--- config.mk ---
export PLATFORM = sky130hd
export DESIGN_NAME = counter_param_flat
export DESIGN_NICKNAME = d
export VERILOG_FILES = /design/src/rtl/counter_pkg.sv /design/src/rtl/counter_param_if.sv /design/src/rtl/counter_prescaler.sv /design/src/rtl/counter_param.sv /design/src/flat_wrapper.sv
export SDC_FILE = /design/constraint.sdc
export NUM_CORES = 1
export LEC_CHECK = 0
export CORE_AREA = 2 2 39 41
export CTS_BUF_LIST = sky130_fd_sc_hd__clkbuf_16
export DETAILED_ROUTE_END_ITERATION = 10
export DIE_AREA = 0 0 41 43
export GPL_ROUTABILITY_DRIVEN = 1
export HOLD_SLACK_MARGIN = 0.15
export PLACE_DENSITY_LB_ADDON = 0.15
export SETUP_SLACK_MARGIN = 0.1
export SYNTH_ARGS = -nofsm -noshare
export SYNTH_HDL_FRONTEND = slang
export SYNTH_HIERARCHICAL = 1
export SYNTH_SLANG_ARGS = --single-unit
--- constraint.sdc ---
create_clock -name clk -period 3.15 [get_ports clk]
set_input_delay 0.315 -clock clk [delete_from_list [all_inputs] [get_ports clk]]
set_output_delay 0.315 -clock clk [all_outputs]
set_load 0.02 [all_outputs]
--- src/rtl/counter_pkg.sv ---
// Shared definitions for the parameterised counter: boundary-mode encodings
// and the ceiling-log2 helper used to size the prescaler.
package counter_pkg;

    typedef enum logic {
        MODE_WRAP = 1'b0,
        MODE_SAT  = 1'b1
    } mode_e;

    function automatic int clog2(input int v);
        int r;
        int x;
        r = 0;
        x = v - 1;
        while (x > 0) begin
            r = r + 1;
            x = x >> 1;
        end
        return r;
    endfunction

endpackage

--- src/rtl/counter_param_if.sv ---
// Control and status bundle of the parameterised counter; the master drives
// the controls and observes count/tc, the counter is the slave.
interface counter_param_if #(
    parameter int WIDTH = 4
);
    logic             en;
    logic             up;
    logic             mode;
    logic             load;
    logic [WIDTH-1:0] load_val;
    logic [WIDTH-1:0] count;
    logic             tc;

    modport master (
        output en, up, mode, load, load_val,
        input  count, tc
    );

    modport slave (
        input  en, up, mode, load, load_val,
        output count, tc
    );
endinterface

--- src/rtl/counter_prescaler.sv ---
// Enable prescaler: tick fires on every PRESCALE-th enabled cycle; the phase
// holds while en is low and is cleared by rst or clr.
module counter_prescaler
    import counter_pkg::*;
#(
    parameter int PRESCALE = 1
) (
    input  logic clk,
    input  logic rst,
    input  logic en,
    input  logic clr,
    output logic tick
);

    localparam int          PW   = (PRESCALE > 1) ? clog2(PRESCALE) : 1;
    localparam logic [PW-1:0] LAST = PW'(PRESCALE - 1);

    logic [PW-1:0] pre_q;
    logic [PW-1:0] pre_d;

    always_comb begin
        pre_d = pre_q;
        if (clr) begin
            pre_d = '0;
        end else if (en) begin
            pre_d = (pre_q == LAST) ? '0 : pre_q + PW'(1);
        end
    end

    always_ff @(posedge clk) begin
        if (rst) begin
            pre_q <= '0;
        end else begin
            pre_q <= pre_d;
        end
    end

    // With PRESCALE=1 the phase register is constant, so tick is just en.
    assign tick = en && ((PRESCALE == 1) || (pre_q == LAST));

endmodule

--- src/rtl/counter_param.sv ---
// Parameterised up/down counter with wrap or saturate boundary behaviour,
// parallel load and a registered terminal-count pulse.
module counter_param
    import counter_pkg::*;
#(
    parameter int WIDTH    = 4,
    parameter int MODULUS  = 16,
    parameter int PRESCALE = 1
) (
    input logic             clk,
    input logic             rst,
    counter_param_if.slave  bus
);

    generate
        if (MODULUS < 2 || longint'(MODULUS) > (longint'(1) << WIDTH) || PRESCALE < 1) begin : g_bad_param
            $error("counter_param: illegal WIDTH/MODULUS/PRESCALE combination");
        end
    endgenerate

    localparam logic [WIDTH-1:0] MAXV = WIDTH'(MODULUS - 1);

    logic [WIDTH-1:0] count_q;
    logic [WIDTH-1:0] count_d;
    logic             tc_q;
    logic             tc_d;
    logic             tick;
    logic             step;

    counter_prescaler #(
        .PRESCALE (PRESCALE)
    ) u_prescaler (
        .clk  (clk),
        .rst  (rst),
        .en   (bus.en),
        .clr  (bus.load),
        .tick (tick)
    );

    function automatic logic [WIDTH-1:0] clamp_load(input logic [WIDTH-1:0] v);
        return (v > MAXV) ? MAXV : v;
    endfunction

    // Returns {tc, next count} for one step; boundary steps raise tc.
    function automatic logic [WIDTH:0] step_fn(input logic [WIDTH-1:0] c,
                                               input logic u, input mode_e m);
        logic [WIDTH-1:0] nxt;
        logic             at_edge;
        at_edge = u ? (c == MAXV) : (c == '0);
        if (at_edge) begin
            if (m == MODE_SAT) begin
                nxt = c;
            end else begin
                nxt = u ? '0 : MAXV;
            end
        end else begin
            nxt = u ? c + WIDTH'(1) : c - WIDTH'(1);
        end
        return {at_edge, nxt};
    endfunction

    assign step = tick && !bus.load;

    always_comb begin
        count_d = count_q;
        tc_d    = 1'b0;
        if (bus.load) begin
            count_d = clamp_load(bus.load_val);
        end else if (step) begin
            {tc_d, count_d} = step_fn(count_q, bus.up, mode_e'(bus.mode));
        end
    end

    always_ff @(posedge clk) begin
        if (rst) begin
            count_q <= '0;
            tc_q    <= 1'b0;
        end else begin
            count_q <= count_d;
            tc_q    <= tc_d;
        end
    end

    assign bus.count = count_q;
    assign bus.tc    = tc_q;

endmodule

--- src/flat_wrapper.sv ---
// flat-port wrapper written by rule: the top's interface ports become plain ports
module counter_param_flat import counter_pkg::*;
#(
    parameter int WIDTH    = 4,
    parameter int MODULUS  = 16,
    parameter int PRESCALE = 1
)
  (clk, rst, bus_en, bus_up, bus_mode, bus_load, bus_load_val, bus_count, bus_tc);
  counter_param_if #(.WIDTH(WIDTH)) bus_i ();
  input logic clk;
  input logic rst;
  input wire logic [$bits(bus_i.en)-1:0] bus_en;
  input wire logic [$bits(bus_i.up)-1:0] bus_up;
  input wire logic [$bits(bus_i.mode)-1:0] bus_mode;
  input wire logic [$bits(bus_i.load)-1:0] bus_load;
  input wire logic [$bits(bus_i.load_val)-1:0] bus_load_val;
  output wire logic [$bits(bus_i.count)-1:0] bus_count;
  output wire logic [$bits(bus_i.tc)-1:0] bus_tc;
  assign bus_i.en = bus_en;
  assign bus_i.up = bus_up;
  assign bus_i.mode = bus_mode;
  assign bus_i.load = bus_load;
  assign bus_i.load_val = bus_load_val;
  assign bus_count = bus_i.count;
  assign bus_tc = bus_i.tc;
  counter_param #(.WIDTH(WIDTH), .MODULUS(MODULUS), .PRESCALE(PRESCALE)) u_core (.clk(clk), .rst(rst), .bus(bus_i));
endmodule
==> flow_summary.toml, run 1 <==
[outcome]
outcome = "complete, no violations"

[critical_path]
worst_ep_arrival_time_ns = 2.19
reg2reg_depth = 5
critical_path.endpoint_type = "flip-flop"
critical_path.reg2reg.startpoint = "u_core/bus.count[2]"
critical_path.cell_chain = "clkdlybuf4s50_1 -> inv_1 -> ha_1 -> a21oi_1 -> a21oi_1 -> o311ai_1 -> o311a_1"
r2r_endpoint = "u_core/bus.count[3]"
reg2reg_setup_slack_ns = 1.55
critPathKind = "in -> reg"
worstPathMaxFanout = 4
worst-endpoint-required_ns = 3.32
timing.critical_path.slowest_stage_cell = "sky130_fd_sc_hd__clkdlybuf4s50_1"
slowest_delay_ns = 0.58
cp_common_cell = "sky130_fd_sc_hd__a21oi_1"
worst_setup_path_start_kind = "input pin"

[timing]
post-route-worst-setup-slack_ns = 1.133
setup_viol_count_final = 0
finalCriticalPeriod_ns = 2.017
clock_skew_ns = 0.002088
hold_viol = 0
least_margin_pin_slew_ns = 0.3419
final_max_slew_viol_count = 0
worst_hold_slack_ns = 0.6614
max-slew-margin-rel_pct = 77.14
max_clock_freq_ghz = 0.4959
post_route_fraction_of_the_period_consumed_by_the_critical_path_pct = 64.02
rsz_0062_raised_after_global_routing = "no"
timing.setup.tns_ns = 0

[clocking]
clock_tree.buffer_depth = 2
resized_gates_after_cts = 0
tritoncts_num_sinks = 5
clk_pin_slew_ns = 0.03
clk_latency_ns = 0.23
cts_root_buffer = "sky130_fd_sc_hd__clkbuf_16"
cts-htree-levels = 1
cts-buffers-inserted = 3
post_cts.repair.setup_buffers = 0
postCtsHoldBufs = 0
cts_tree = "done"

[synthesis]
post_synth_instance_area_sq_um = 439.2
synth.ff_latch_count = 5
synth.cells.most_frequent = "5 x sky130_fd_sc_hd__a21oi_1, 5 x sky130_fd_sc_hd__dfxtp_1, 4 x sky130_fd_sc_hd__nand2_1"
synth_edf_count = 0
synth_area_per_cell_sq_um = 8.611
synthMuxAreaShare_pct = 0
mappedNetlistNets = 64
yosys_warnings = 6
synth_top_family_by_area = "simple AND/OR/NAND/NOR gates"
dominantRegCellSynth = "sky130_fd_sc_hd__dfxtp_1"
sequential_share_of_the_synthesized_area_pct = 22.79
synth_cell_types = 29
synth_compound_gate_area_share_pct = 25.64
syn_inst = 51
netlist.top_cell.by_area = "sky130_fd_sc_hd__dfxtp_1"
synth_fa_ha_area_share_pct = 10.26
synthSimpleGateAreaFrac_pct = 32.19
synth.top_cells.by_area = "sky130_fd_sc_hd__dfxtp_1 23%, sky130_fd_sc_hd__a21oi_1 5.7%, sky130_fd_sc_hd__ha_1 5.7%"
synth-async-reset-ratio_pct = 0
synth_top_area_share_pct = 22.79
synthXorXnorAreaFrac_pct = 3.989

[power_and_ir_drop]
power.clock.fraction_pct = 57.1
power.density_cell_area_nw_per_um2 = 537.2
sw_frac_of_total_pct = 23.88
power.share.combinational_pct = 20.7
leakagePower_nw = 0.2698
netSwitchingPower_mw = 0.08553
post-layout-total-power_mw = 0.3582
ir_drop_mv = 0.5767
cell_internal_pwr_mw = 0.2727
seqPwrFrac_pct = 22.3

[worst_hold_path]
holdCritPathClass = "in -> reg"
holdCritStartpoint = "bus_load_val[2]"
holdPathEnd = "u_core/bus.count[2]"
holdPathStages = 3

[final_layout]
syn2layout_area_growth_pct = 51.85
finish.utilization_pct = 48.19
layout.nets = 81
final_layout_size_suffix_gt1_share_pct = 11.94
fin_area_sq_um = 666.9
layoutNonFillerInstCount = 83
num_antenna_cells = 0

[die]
placementRows = 14
dieArea_sq_um = 1763
die_x_microns = 41
design.portCount = 15
design.core.area_sq_um = 1384
floorplan.die.height_microns = 43
initial_util_pct = 31.74

[detailed_routing]
postRouteAntennaNets = 0
drt_first_iter_violations = 10
first_pass_iters = 3
via_per_inst = 5.410
routedWlPerCell_microns = 12.59
drc = 0
num_vias = 449
routed_wirelength_mm = 1.045

[job]
max_cap_violations = 0

[placement]
detailed_place_hpwl_microns = 781.2
placement.cell_area_sq_um = 588.1
pre_cts_ws_ns = 0.8955
numPlacedInstances = 79
place.gp.congestion = 0.7871
number_of_buffer_cells_added_on_primary_ports = 14

[grt]
initial_antenna_violation_count = 0
grt_use_total_pct = 14.70
via_count_of_the_first_global_routing_pass = 417
grt_start_max_net_pins = 11
overflow = 0
global_route_wire_length_before_repair_mm = 1.800
[how the worst max path moves through the flow]
stage | start | to | slack, ns | cells past startpoint
2_1_floorplan | u_core/bus.count[0] | u_core/bus.count[3] | 1.58 | 4
3_3_place_gp | bus_up | u_core/bus.count[3] | 0.91 | 7
3_5_place_dp | bus_up | u_core/bus.count[3] | 0.90 | 7
4_1_cts | bus_up | u_core/bus.count[3] | 1.14 | 7
5_1_grt | bus_up | u_core/bus.count[3] | 1.02 | 7
6_report | bus_up | u_core/bus.count[3] | 1.13 | 7
[cell type report]
type	instances	area [sq um]
Clock buffer	3	75.07
Sequential cell	5	100.1
Tap cell	16	20.02
Fill cell	142	716.9
Timing Repair Buffer	14	140.1
Multi-Input combinational cell	41	316.6
Inverter	3	11.26
Clock inverter	1	3.754
[kinds of logic after synthesis]
| logic type | after synthesis |
|---|---|
| buffers and inverters | 5 |
| adders and majority gates | 3 |
| AOI/OAI and AO/OA | 15 |
| and+or+nand+nor | 21 |
| xor gates and xnor gates | 2 |
| DFF | 5 |
[power by group through the flow]
stage | Clock, mW | Sequential, mW | Combinational [mW]
6_report | 0.204 | 0.0797 | 0.0741
5_1_grt | 0.211 | 0.0809 | 0.0814
4_1_cts | 0.208 | 0.0799 | 0.0743
3_5_place_dp | 0 | 0.0808 | 0.0738
3_3_place_gp | 0 | 0.0809 | 0.0738
2_1_floorplan | 0 | 0.0844 | 0.0398
[sequential cells by signal, indices dropped and copies added, names as in the netlist]
signal,count
u_core/bus.count,4
u_core/bus.tc,1
[routing by layer]
layer	wire length, microns	global-route usage [%]	vias to the layer above	share of wire (%)
met5	0	0	-	0
li1	-	-	224	-
met2	470	20.63	8	45
met4	0	2.000	0	0
met3	52	6.806	0	5.0
met1	522	20.78	217	50
[worst max-delay path: cells and delay by family]
kind            cells  cell delay [ns]
fa+ha+maj           1             0.35
compound gates      4             0.81
buf+inv             2             0.71
[layout by cell type (no fill, tap or decap)]
| cell | synthesis | layout |
|---|---|---|
| sky130_fd_sc_hd__ha_1 | 2 | 2 |
| sky130_fd_sc_hd__nor2_1 | 2 | 2 |
| sky130_fd_sc_hd__a2111oi_2 | 1 | 1 |
| sky130_fd_sc_hd__a211oi_1 | 2 | 2 |
| sky130_fd_sc_hd__fa_1 | 1 | 1 |
| sky130_fd_sc_hd__o22ai_1 | 1 | 1 |
| sky130_fd_sc_hd__nor4_4 | 1 | 1 |
| sky130_fd_sc_hd__nor2b_1 | 3 | 3 |
| sky130_fd_sc_hd__xnor2_1 | 1 | 1 |
| sky130_fd_sc_hd__o21ai_0 | 1 | 1 |
| sky130_fd_sc_hd__xor2_1 | 1 | 1 |
| sky130_fd_sc_hd__o211a_1 | 1 | 1 |
| sky130_fd_sc_hd__nand2b_1 | 1 | 1 |
| sky130_fd_sc_hd__clkbuf_16 | 0 | 3 |
| sky130_fd_sc_hd__nand2_2 | 1 | 1 |
| sky130_fd_sc_hd__and4_4 | 1 | 1 |
| sky130_fd_sc_hd__nand2_1 | 4 | 4 |
| sky130_fd_sc_hd__nand3_1 | 2 | 2 |
| sky130_fd_sc_hd__o311ai_1 | 2 | 2 |
| sky130_fd_sc_hd__a21oi_1 | 5 | 5 |
| sky130_fd_sc_hd__and2_1 | 3 | 3 |
| sky130_fd_sc_hd__and3_4 | 1 | 1 |
| sky130_fd_sc_hd__dfxtp_1 | 5 | 5 |
| sky130_fd_sc_hd__inv_1 | 3 | 4 |
| sky130_fd_sc_hd__nand4b_1 | 1 | 1 |
| sky130_fd_sc_hd__and3_1 | 1 | 1 |
| sky130_fd_sc_hd__a311oi_1 | 1 | 1 |
| sky130_fd_sc_hd__o311a_1 | 1 | 1 |
| sky130_fd_sc_hd__clkdlybuf4s50_1 | 0 | 14 |
(Power assumes the default switching activity.)
==> run 2, diff against run 1 <==
Clock period 3.15 ns to 1.8 ns, I/O delays scaled along.
==> run 2 against run 1 <==
- sequential share of layout area down 1.2 points
- clock-buffer cell count did not move
- via count up 2.9%
- combinational power rose by 100%
- non-clock buffer count rose by 3
==> flow_summary.toml, run 2 (synthesis gave the netlist of run 1 again) <==
[grt]
initial_antenna_violation_count = 0
grt_use_total_pct = 15.08
global_route_wire_length_before_repair_mm = 1.745
overflow = 0
grt_start_max_net_pins = 9
via_count_of_the_first_global_routing_pass = 397

[final_layout]
layout_common_cells = "13 x sky130_fd_sc_hd__clkdlybuf4s50_1, 5 x sky130_fd_sc_hd__dfxtp_1, 4 x sky130_fd_sc_hd__nand2_1, 4 x sky130_fd_sc_hd__a21oi_1"
final_layout_size_suffix_gt1_share_pct = 24.29
syn2layout_area_growth_pct = 65.24
largest_reg_flops = 4
layoutNonFillerInstCount = 86
layout.nets = 84
num_antenna_cells = 0
mostFrequentLayoutCell = "sky130_fd_sc_hd__clkdlybuf4s50_1"

[timing]
worst_hold_slack_ns = 0.5166
finalCriticalPeriod_ns = 1.615
least_margin_pin_slew_ns = 0.3632
setup_viol_count_final = 0
rsz_0062_raised_after_global_routing = "no"
post_route_fraction_of_the_period_consumed_by_the_critical_path_pct = 89.70
max-slew-margin-rel_pct = 75.75
max_clock_freq_ghz = 0.6194
final_max_slew_viol_count = 0
hold_viol = 0
clock_skew_ns = 0.001053

[die]
placementRows = 14
dieArea_sq_um = 1763
initial_util_pct = 31.74
floorplan.die.height_microns = 43
design.portCount = 15
design.core.area_sq_um = 1384
die_x_microns = 41

[clocking]
tritoncts_num_sinks = 5
clk_latency_ns = 0.23
clock_tree.buffer_depth = 2
postCtsHoldBufs = 0
cts_tree = "done"
cts-htree-levels = 1
clk_pin_slew_ns = 0.03
cts-buffers-inserted = 3
cts_root_buffer = "sky130_fd_sc_hd__clkbuf_16"

[power_and_ir_drop]
power.density_cell_area_nw_per_um2 = 904.7
ir_drop_mv = 0.4569
leakagePower_nw = 0.2980

[worst_hold_path]
holdCritPathClass = "in -> reg"

[critical_path]
worst_ep_arrival_time_ns = 1.43
worst-endpoint-required_ns = 1.62
worstPathMaxFanout = 7
critical_path.cell_chain = "clkdlybuf4s50_1"
reg2reg_depth = 4
worst_setup_path_start_kind = "flip-flop"
r2r_endpoint = "u_core/bus.count[3]"
reg2reg_setup_slack_ns = 0.20
critPathKind = "reg -> out"
crit_path_buf_inv_count = 1
critical_path.endpoint_type = "output port"
path_depth = 1
critical_path.endpoint = "bus_count[0]"
critical_path.reg2reg.startpoint = "u_core/bus.count[0]"
slowest_delay_ns = 0.68
crit_family = "buffers and inverters"
timing.critical_path.slowest_stage_cell = "sky130_fd_sc_hd__clkdlybuf4s50_1"
crit_start = "u_core/bus.count[0]"

[detailed_routing]
drc = 0
drt_first_iter_violations = 11
routed_wirelength_mm = 1.172
num_vias = 462
routedWlPerCell_microns = 13.63
first_pass_iters = 4
postRouteAntennaNets = 0
via_per_inst = 5.372

[placement]
detailed_place_hpwl_microns = 802.8
number_of_buffer_cells_added_on_primary_ports = 14
place.gp.congestion = 0.7733
numPlacedInstances = 82

[job]
max_cap_violations = 0

[outcome]
outcome = "complete, no violations"
-- run 2: cell count changes in the layout (fill, tap and decap cells not counted), sizes merged --
cell,change
clkdlybuf4s50,-1
buf,+3
dlymetal6s2s,+1
-- run 2: worst min-delay path by stage --
stage                                   start                  end  slack (ns)  cells past startpoint
after floorplan                           rst  u_core/bus.count[0]        0.25                      1
after global placement    u_core/bus.count[2]  u_core/bus.count[2]        0.67                      2
after detailed placement  u_core/bus.count[2]  u_core/bus.count[2]        0.67                      2
after CTS                     bus_load_val[2]  u_core/bus.count[2]        0.51                      3
after global routing          bus_load_val[2]  u_core/bus.count[2]        0.58                      3
final                         bus_load_val[2]  u_core/bus.count[2]        0.52                      3
-- run 2: layer usage --
layer	global-route usage (%)	vias to the layer above	part of all wire (%)
li1	-	231	-
met1	19.03	212	47
met2	20.63	17	45
met3	8.377	2	7.3
met4	6.000	0	0.60
met5	0	-	0
-- run 2: layout make-up --
class	count	area (sq um)
clock inverters	1	3.754
repair buffers	17	165.2
flip-flops and latches	5	100.1
well taps	16	20.02
clock buffers	3	75.07
fillers	130	658.1
inverters	3	11.26
multi-input cells	41	350.3
-- run 2: metrics by stage --
stage	util [%]	setup WS (ns)	setup TNS, ns	cell area (sq um)	total power [mW]
floorplan	-	0.2255	0	439.2	0.2174
global placement	44.12	-0.1417	-0.2354	610.6	0.2746
detailed placement	44.12	-0.1213	-0.2398	610.6	0.2736
CTS	49.82	0.1135	0	689.4	0.6456
global route	52.44	0.1198	0	725.7	0.6881
finish	52.44	0.1854	0	725.7	0.6565
-- run 2: worst min-delay path, stage by stage --
cell	delay, ns
sky130_fd_sc_hd__clkdlybuf4s50_1	0.39
sky130_fd_sc_hd__nand2_1	0.05
sky130_fd_sc_hd__o22ai_1	0.06
-- run 2: what timing repair did --
| action | in CTS | in global routing |
|---|---|---|
| buffers inserted | 0 | 0 |
| setup endpoints to repair | 0 | 2 |
| gates resized for setup | 0 | 7 |
-- run 2: report_power, final --
part           total [mW]  internal (mW)  switching (mW)
registers           0.141          0.120          0.0208
clock network       0.365          0.288          0.0771
logic               0.150         0.0841          0.0661
total               0.657          0.493           0.164
==> run 3, diff against run 2 <==
Settings changed: GPL_TIMING_DRIVEN from default to 0.
==> run 3 against run 2 <==
- clock skew grew 0.0030 ns
- global-route usage is 1.0 points lower
- via count decreased by 6.1%
- register-to-register slack gained 0.02 ns
==> flow_summary.toml, run 3 (synthesis gave the netlist of run 1 again) <==
[clocking]
postCtsHoldBufs = 0
clk_latency_ns = 0.23
cts_tree = "done"
cts-htree-levels = 1
tritoncts_num_sinks = 5
clock_tree.buffer_depth = 2
clk_pin_slew_ns = 0.03
cts-buffers-inserted = 3
cts_root_buffer = "sky130_fd_sc_hd__clkbuf_16"

[final_layout]
num_antenna_cells = 0
syn2layout_area_growth_pct = 50.71
largest_reg_flops = 4
layout.nets = 81
final_layout_size_suffix_gt1_share_pct = 16.42
final.fill_count = 149
layout_common_cells = "11 x sky130_fd_sc_hd__clkdlybuf4s50_1, 4 x sky130_fd_sc_hd__inv_1, 4 x sky130_fd_sc_hd__nand2_1, 4 x sky130_fd_sc_hd__a21oi_1, 4 x sky130_fd_sc_hd__dfxtp_1"
mostFrequentLayoutCell = "sky130_fd_sc_hd__clkdlybuf4s50_1"
layoutNonFillerInstCount = 83

[detailed_routing]
num_vias = 434
routedWlPerCell_microns = 13.01
postRouteAntennaNets = 0
routed_wirelength_mm = 1.080
drc = 0
via_per_inst = 5.229
first_pass_iters = 4
drt_first_iter_violations = 14

[critical_path]
timing.critical_path.slowest_stage_cell = "sky130_fd_sc_hd__fa_1"
worst_ep_arrival_time_ns = 1.71
slowest_delay_ns = 0.44
worst_setup_path_start_kind = "input pin"
critical_path.endpoint_type = "flip-flop"
reg2reg_setup_slack_ns = 0.22
critical_path.reg2reg.startpoint = "u_core/bus.count[0]"
r2r_endpoint = "u_core/bus.count[2]"
critical_path.cell_chain = "dlygate4sd2_1 -> inv_1 -> fa_1 -> xnor2_1 -> nand2_1 -> o311ai_1 -> o22ai_1"
worstPathMaxFanout = 4
reg2reg_depth = 5
critPathKind = "in -> reg"
worst-endpoint-required_ns = 1.90

[grt]
grt_start_max_net_pins = 11
global_route_wire_length_before_repair_mm = 1.656
grt_use_total_pct = 14.07
initial_antenna_violation_count = 0
via_count_of_the_first_global_routing_pass = 370
overflow = 0

[worst_hold_path]
holdPathStages = 2
holdPathEnd = "u_core/bus.tc"
holdCritStartpoint = "bus_en"
holdCritPathClass = "in -> reg"

[die]
die_x_microns = 41
initial_util_pct = 31.74
floorplan.die.height_microns = 43
placementRows = 14
design.portCount = 15
dieArea_sq_um = 1763
design.core.area_sq_um = 1384

[placement]
place.gp.congestion = 0.7929
number_of_buffer_cells_added_on_primary_ports = 12
numPlacedInstances = 79
detailed_place_hpwl_microns = 815.9
pre_cts_ws_ns = -0.3205

[timing]
post_route_fraction_of_the_period_consumed_by_the_critical_path_pct = 89.36
setup_viol_count_final = 0
rsz_0062_raised_after_global_routing = "no"
least_margin_pin_slew_ns = 0.3908
finalCriticalPeriod_ns = 1.608
max_clock_freq_ghz = 0.6217
hold_viol = 0
max-slew-margin-rel_pct = 73.95
post-route-worst-setup-slack_ns = 0.1916
clock_skew_ns = 0.004056
final_max_slew_viol_count = 0

[power_and_ir_drop]
ir_drop_mv = 0.5771
power.density_cell_area_nw_per_um2 = 955.3
leakagePower_nw = 0.2703

[job]
max_cap_violations = 0

[outcome]
outcome = "complete, no violations"
run 3: cell count changes in the layout (fill, tap and decap cells not counted), sizes merged:
cell	delta
dlygate4sd2	+1
clkbuf	+1
buf	-2
dlymetal6s2s	-1
clkdlybuf4s50	-2
run 3: how the worst max path moves through the flow:
stage | from | endpoint | depth (start not counted)
5_1_grt | bus_up | u_core/bus.count[3] | 7
3_3_place_gp | bus_up | u_core/bus.count[3] | 7
4_1_cts | bus_up | u_core/bus.count[3] | 7
6_report | bus_up | u_core/bus.count[2] | 7
3_5_place_dp | bus_up | u_core/bus.count[3] | 7
2_1_floorplan | u_core/bus.count[0] | u_core/bus.count[3] | 4
run 3: final cells by class:
| cell class | instances | area [sq um] | area share (%) |
|---|---|---|---|
| clock inverters | 1 | 3.754 | 0.5671 |
| inverters | 3 | 11.26 | 1.701 |
| well taps | 16 | 20.02 | 3.025 |
| clock buffers | 3 | 75.07 | 11.34 |
| repair buffers | 12 | 118.9 | 17.96 |
| plain buffers | 2 | 11.26 | 1.701 |
| multi-input cells | 41 | 320.3 | 48.39 |
| flip-flops and latches | 5 | 101.3 | 15.31 |
run 3: layer usage:
metal | GRT usage (%) | routed length (microns) | vias up
li1 | - | - | 225
met1 | 18.71 | 546 | 199
met2 | 20.94 | 465 | 10
met3 | 6.283 | 68 | 0
met4 | 2.000 | 0 | 0
met5 | 0 | 0 | -
run 3: critical path: cells and delay by family:
kind | cells | cell delay, ns
AOI/OAI and AO/OA | 2 | 0.39
xor gates and xnor gates | 1 | 0.16
adders and majority gates | 1 | 0.44
buffers and inverters | 2 | 0.45
and+or+nand+nor | 1 | 0.08
run 3: timing repair:
action,in CTS,in global routing
setup buffers,0,0
setup endpoints to repair,2,1
resized for setup,1,2
cloned,0,0
run 3: through the flow:
step           utilization [%]  hold WS [ns]  TNS, ns  power (mW)  instance area [sq um]
5_1_grt                  47.83        0.2676        0      0.6571                  661.9
6_report                 47.83        0.2517        0      0.6323                  661.9
3_3_place_gp             41.86        0.4818  -0.6209      0.2685                  579.3
3_5_place_dp             41.86        0.4761  -0.6646      0.2696                  579.3
2_1_floorplan                -        0.2489        0      0.2174                  439.2
4_1_cts                  47.47        0.2506        0      0.6342                  656.9
run 3: report_power, final:
group,total (mW),switching [mW],internal [mW]
clock,0.364,0.0756,0.288
sequential,0.140,0.0188,0.121
combinational,0.129,0.0612,0.0678
